**config.mk**
```make
export PLATFORM = sky130hd
export DESIGN_NAME = div_stall_unit
export DESIGN_NICKNAME = d
export VERILOG_FILES = /design/src/rtl/div_stall_unit.sv
export SDC_FILE = /design/constraint.sdc
export NUM_CORES = 1
export LEC_CHECK = 0
export BUFFER_PORTS_ARGS = -buffer_cell sky130_fd_sc_hd__buf_2
export CORE_UTILIZATION = 60
export CTS_CLUSTER_DIAMETER = 40
export DETAILED_ROUTE_END_ITERATION = 12
export HOLD_SLACK_MARGIN = 0.05
export PLACE_DENSITY = 0.88
export SLEW_MARGIN = 0
export SYNTH_ARGS = -nofsm -noshare
export SYNTH_HDL_FRONTEND = slang
export SYNTH_SLANG_ARGS = --single-unit
```
**constraint.sdc**
```tcl
create_clock -name clk -period 8.05 [get_ports clk]
set_input_delay 1.61 -clock clk [delete_from_list [all_inputs] [get_ports clk]]
set_output_delay 1.61 -clock clk [all_outputs]
set_load 0.1 [all_outputs]
```
**src/rtl/div_stall_unit.sv**
```systemverilog
// div_stall_unit: iterative restoring DIV/DIVU that stalls E until done.
// Optional macro DIV_ZERO_FAST_EN: zero divisor finishes in one cycle.
module div_stall_unit #(
  parameter int WIDTH = 32
) (
  input  logic             clk,
  input  logic             resetn,
  input  logic             div_enE,
  input  logic             div_signedE,
  input  logic [WIDTH-1:0] opaE,
  input  logic [WIDTH-1:0] opbE,
  input  logic             holdE,
  input  logic             cancel,
  output logic             div_stallE,
  output logic             div_validE,
  output logic [WIDTH-1:0] hiE,
  output logic [WIDTH-1:0] loE
);

  localparam int CW = (WIDTH > 1) ? $clog2(WIDTH) : 1;
  localparam logic [CW-1:0] LAST = CW'(WIDTH - 1);

  typedef enum logic [1:0] {
    IDLE,
    BUSY,
    DONE
  } state_t;

  state_t           r_state;
  logic [CW-1:0]    r_cnt;
  logic [WIDTH-1:0] r_dvd;
  logic [WIDTH-1:0] r_dvs;
  logic [WIDTH-1:0] r_rem;
  logic [WIDTH-1:0] r_opa;
  logic [WIDTH-1:0] r_hi;
  logic [WIDTH-1:0] r_lo;
  logic             r_negq;
  logic             r_negr;
  logic             r_zero;

  logic             w_nega;
  logic             w_negb;
  logic [WIDTH-1:0] w_absa;
  logic [WIDTH-1:0] w_absb;
  logic             w_bzero;
  logic [WIDTH:0]   w_shift;
  logic             w_ge;
  logic [WIDTH-1:0] w_rem_nxt;
  logic [WIDTH-1:0] w_quo_nxt;
  logic [WIDTH-1:0] w_fin_hi;
  logic [WIDTH-1:0] w_fin_lo;

  always_comb begin
    w_nega  = div_signedE & opaE[WIDTH-1];
    w_negb  = div_signedE & opbE[WIDTH-1];
    w_absa  = w_nega ? -opaE : opaE;
    w_absb  = w_negb ? -opbE : opbE;
    w_bzero = (opbE == '0);
  end

  // Dividend register doubles as the quotient shift register.
  always_comb begin
    w_shift   = {r_rem, r_dvd[WIDTH-1]};
    w_ge      = (w_shift >= {1'b0, r_dvs});
    w_rem_nxt = w_ge ? (w_shift[WIDTH-1:0] - r_dvs)
                     : w_shift[WIDTH-1:0];
    w_quo_nxt = {r_dvd[WIDTH-2:0], w_ge};
    if (r_zero) begin
      w_fin_hi = r_opa;
      w_fin_lo = '1;
    end else begin
      w_fin_hi = r_negr ? -w_rem_nxt : w_rem_nxt;
      w_fin_lo = r_negq ? -w_quo_nxt : w_quo_nxt;
    end
  end

  always_ff @(posedge clk or negedge resetn) begin
    if (!resetn) begin
      r_state <= IDLE;
      r_cnt   <= '0;
      r_dvd   <= '0;
      r_dvs   <= '0;
      r_rem   <= '0;
      r_opa   <= '0;
      r_hi    <= '0;
      r_lo    <= '0;
      r_negq  <= 1'b0;
      r_negr  <= 1'b0;
      r_zero  <= 1'b0;
    end else if (cancel) begin
      r_state <= IDLE;
    end else begin
      unique case (r_state)
        IDLE: begin
          if (div_enE) begin
            r_dvd  <= w_absa;
            r_dvs  <= w_absb;
            r_rem  <= '0;
            r_opa  <= opaE;
            r_negq <= w_nega ^ w_negb;
            r_negr <= w_nega;
            r_zero <= w_bzero;
            r_cnt  <= '0;
`ifdef DIV_ZERO_FAST_EN
            if (w_bzero) begin
              r_hi    <= opaE;
              r_lo    <= '1;
              r_state <= DONE;
            end else begin
              r_state <= BUSY;
            end
`else
            r_state <= BUSY;
`endif
          end
        end
        BUSY: begin
          if (!div_enE) begin
            r_state <= IDLE;
          end else begin
            r_rem <= w_rem_nxt;
            r_dvd <= w_quo_nxt;
            r_cnt <= r_cnt + 1'b1;
            if (r_cnt == LAST) begin
              r_hi    <= w_fin_hi;
              r_lo    <= w_fin_lo;
              r_state <= DONE;
            end
          end
        end
        DONE: begin
          if (!holdE) r_state <= IDLE;
        end
        default: r_state <= IDLE;
      endcase
    end
  end

  assign div_stallE = div_enE & (r_state != DONE) & ~cancel;
  assign div_validE = (r_state == DONE);
  assign hiE        = r_hi;
  assign loE        = r_lo;

endmodule

```
==> results.cfg <==
[clocking]
worstSkewPairLatency_ns = 0.56
cts_tree = yes
cts_buffers = 31
post_cts_resize_count = 0
largest_buffer_count_on_any_clock_path = 3
holdBufCountCts = 0
cts_setup_buffers = 0
h-tree-depth = 1
cts_num_sinks = 202
clk_root_buffer_cell = sky130_fd_sc_hd__clkbuf_16
cts.clk_slew.worst_paths_ns = 0.06

[routing]
detailedRoute.firstPassIterationCount = 5
avgRoutedWirePerCell_um = 18.9
ant_nets = 0
drt_iter0_markers = 992
wl_mm = 37.6
drt_drc_violations_left = 0
number_of_vias_in_the_routed_layout = 12500
viasPerCell = 6.26

[synthesis]
synth-edff-count = 0
postSynthCellCount = 1610
postSynthAreaPerCell_sq_um = 8.20
yosys_register_bits = 202
synth.distinct_cells = 80
asr_flop_ratio_synth_pct = 100
synth_seq_area_share_pct = 38.3
synth.top_cells.by_area = sky130_fd_sc_hd__dfrtp_1 (38%), sky130_fd_sc_hd__nand2_1 (8.6%), sky130_fd_sc_hd__o21ai_0 (6.5%)
syn_area_sq_mm = 0.0132
yosys_warnings = 0
synth.top_cell.area_share_pct = 38.3
yosysTopAreaCell = sky130_fd_sc_hd__dfrtp_1
mappedNetlistNets = 1719
postSynth.topFlopCell = sky130_fd_sc_hd__dfrtp_1

[hold_path]
min-delay-path-class = flop to flop

[cells_and_area]
finish.net_count = 1803
finish.cell_count_without_fillers = 1991
area.growth.synth_to_final_pct = 13.7
insertedDiodeCount = 0
layout-drive-gt1-share_pct = 13.6
finish.utilization_pct = 70.5

[sta]
worstMarginPinSlew_ns = 1.14
maxClockFrequency_mhz = 170
clock_skew_after_layout_ns = 0.0334
report.final.slew_viol_count = 0
fin_crit_ns = 5.89
fin_setup_tns_ns = 0
report.final.hold_viol_count = 0
layout_worst_path_cycle_share_pct = 73.1
report.final.setup_viol = 0
timing.max_slew.rel_slack_pct = 23.8
rsz_0062_raised_after_global_routing = false
holdWs_ns = 0.468

[die]
start_util_pct = 62.0
die_h_um = 150
floorplan.die.width_um = 150
core-area_sq_mm = 0.0213
floorplan.die_area_sq_mm = 0.0226
row_count = 53
top_level_ports = 136

[critical_path]
timing.critical_path.required_ns = 8.46
setup.worst_path.end_class = flop
cp_startpoint_kind = flop
cell_with_the_largest_stage_delay_on_the_worst_path = sky130_fd_sc_hd__or4_1
critical_path.cell_chain = ha_1, a21o_1, o21ai_0, a311oi_1, or2_2, buf_4, o21ai_0, ha_1, nand4_1, or4_1, or3_1, o41ai_2, nand3_2, o41ai_2, xnor2_1, a221o_1
cp_data_arrival_time_ns = 6.30
critical_path_class = flop to flop
critical_path.max_fanout = 49
critical_path.max_stage_delay_ns = 0.55

[global_route]
grt_first_pass_wirelength_mm = 60.5
via_count_of_the_first_global_routing_pass = 12000
grt.overflow.total = 0
grt_max_degree = 120
grtUsageTotal_pct = 33.8
antenna_found_initial = 0

[outcome]
outcome = finished clean

[placed_design]
placed_cells = 1936
placed_wire_length_estimate_mm = 26.7
globalplace.congestion = 0.945
io_buffer_count = 135

[power]
vdd_ir_drop_max_v = 0.000175
static-leakage-power_nw = 7.04
cellPowerDensity_mw_per_mm2 = 210

[job]
count_of_maximum_capacitance_violations = 0
## through the flow
stage                     setup WS (ns)  total power [mW]  area (sq um)
final                              2.16              3.16         15000
after global routing               1.84              3.29         15000
after CTS                          2.27              3.16         15000
after detailed placement           2.42              1.81         14000
after global placement             2.55              1.79         14000
after floorplan                    2.28              1.62         13200
## final timing paths
check | slack [ns] | cells past startpoint | startpoint | endpoint
max | 2.16 | 16 | r_rem[3]$_DFFE_PN0P_ | hiE[30]$_DFFE_PN0P_
min | 0.47 | 2 | r_opa[29]$_DFFE_PN0P_ | r_opa[29]$_DFFE_PN0P_
max reg2reg | 2.16 | 16 | r_rem[3]$_DFFE_PN0P_ | hiE[30]$_DFFE_PN0P_
min reg2reg | 0.47 | 2 | r_opa[29]$_DFFE_PN0P_ | r_opa[29]$_DFFE_PN0P_
max in group asynchronous | 5.10 | 2 | resetn | r_rem[30]$_DFFE_PN0P_
min in group asynchronous | 1.18 | 1 | resetn | r_dvs[7]$_DFFE_PN0P_
## cell families (layout without fill, tap and decap cells)
group / after synthesis / count (layout) / synth area share, %
AND/OR/NAND/NOR: 581 / 581 / 19.8
AO/OA/AOI/OAI: 475 / 475 / 22.7
flip-flops: 202 / 202 / 38.3
buffers and inverters: 152 / 258 / 4.56
XOR/XNOR: 138 / 138 / 9.15
adder cells (fa/ha/maj): 39 / 39 / 3.75
multiplexers: 23 / 23 / 1.77
## cell usage after synthesis (7+ instances only)
master,count
sky130_fd_sc_hd__inv_1,53
sky130_fd_sc_hd__mux2i_1,20
sky130_fd_sc_hd__nand3_1,24
sky130_fd_sc_hd__o21ai_0,172
sky130_fd_sc_hd__o41ai_1,15
sky130_fd_sc_hd__a22o_1,11
sky130_fd_sc_hd__dfrtp_1,202
sky130_fd_sc_hd__xnor2_1,60
sky130_fd_sc_hd__nor4_1,14
sky130_fd_sc_hd__clkbuf_1,82
sky130_fd_sc_hd__or3_1,18
sky130_fd_sc_hd__nor2b_1,8
sky130_fd_sc_hd__nand2_1,301
sky130_fd_sc_hd__xor2_1,78
sky130_fd_sc_hd__o21a_1,10
sky130_fd_sc_hd__nor3_1,28
sky130_fd_sc_hd__a21o_1,8
sky130_fd_sc_hd__nand2b_1,14
sky130_fd_sc_hd__a21oi_1,111
sky130_fd_sc_hd__a211oi_1,7
sky130_fd_sc_hd__o31ai_1,34
sky130_fd_sc_hd__ha_1,38
sky130_fd_sc_hd__and3_1,12
sky130_fd_sc_hd__a31oi_1,10
sky130_fd_sc_hd__or4_1,19
sky130_fd_sc_hd__nor2_1,107
sky130_fd_sc_hd__o22ai_1,29
sky130_fd_sc_hd__a221o_1,7
sky130_fd_sc_hd__nand4_1,14
## power by group
group / switching, mW / total (mW) / internal, mW
Clock: 0.503 / 1.35 / 0.849
Sequential: 0.0803 / 1.18 / 1.10
Combinational: 0.402 / 0.627 / 0.225
## layout by cell type (no fill, tap or decap), types with 19 or more instances in the layout
master                      count
sky130_fd_sc_hd__nor3_1        28
sky130_fd_sc_hd__nor2_1       104
sky130_fd_sc_hd__inv_1         53
sky130_fd_sc_hd__clkbuf_16     31
sky130_fd_sc_hd__dfrtp_1      201
sky130_fd_sc_hd__or4_1         19
sky130_fd_sc_hd__mux2i_1       20
sky130_fd_sc_hd__o31ai_1       34
sky130_fd_sc_hd__xnor2_1       60
sky130_fd_sc_hd__ha_1          38
sky130_fd_sc_hd__nand3_1       23
sky130_fd_sc_hd__buf_2        134
sky130_fd_sc_hd__o22ai_1       29
sky130_fd_sc_hd__a21oi_1      111
sky130_fd_sc_hd__nand2_1      300
sky130_fd_sc_hd__o21ai_0      172
sky130_fd_sc_hd__xor2_1        78
## critical path, delay by kind of cell, from the launching register on
kind / cells / cell delay (ns)
flops: 1 / 0.46
simple gates: 5 / 1.71
buf+inv: 1 / 0.32
fa+ha+maj: 2 / 0.72
compound gates: 7 / 2.40
xor+xnor: 1 / 0.10
## registers in the layout (all words and copies together) (netlist names)
name,flops
r_rem,32
r_cnt,5
r_negr,1
r_state,2
hiE,32
r_opa,32
r_negq,1
r_dvs,32
r_zero,1
loE,32
r_dvd,32
## final cells by class
| cell class | instances | area (sq um) |
|---|---|---|
| multi-input combinational | 1256 | 7560 |
| fill | 1658 | 6270 |
| sequential | 202 | 5060 |
| clock buffer | 41 | 893 |
| timing repair buffer | 148 | 782 |
| tap | 275 | 344 |
| inverter | 55 | 206 |
| clock inverter | 14 | 168 |
## layer usage
metal	vias to the layer above	track usage, %	share of wire (%)	wire (um)
met3	85	4.82	6.4	2410
li1	5885	-	-	-
met2	442	56.1	48	18100
met1	6058	44.7	42	15700
met4	0	12.8	3.6	1340
met5	-	0	0	0
(Power assumes the default switching activity.)
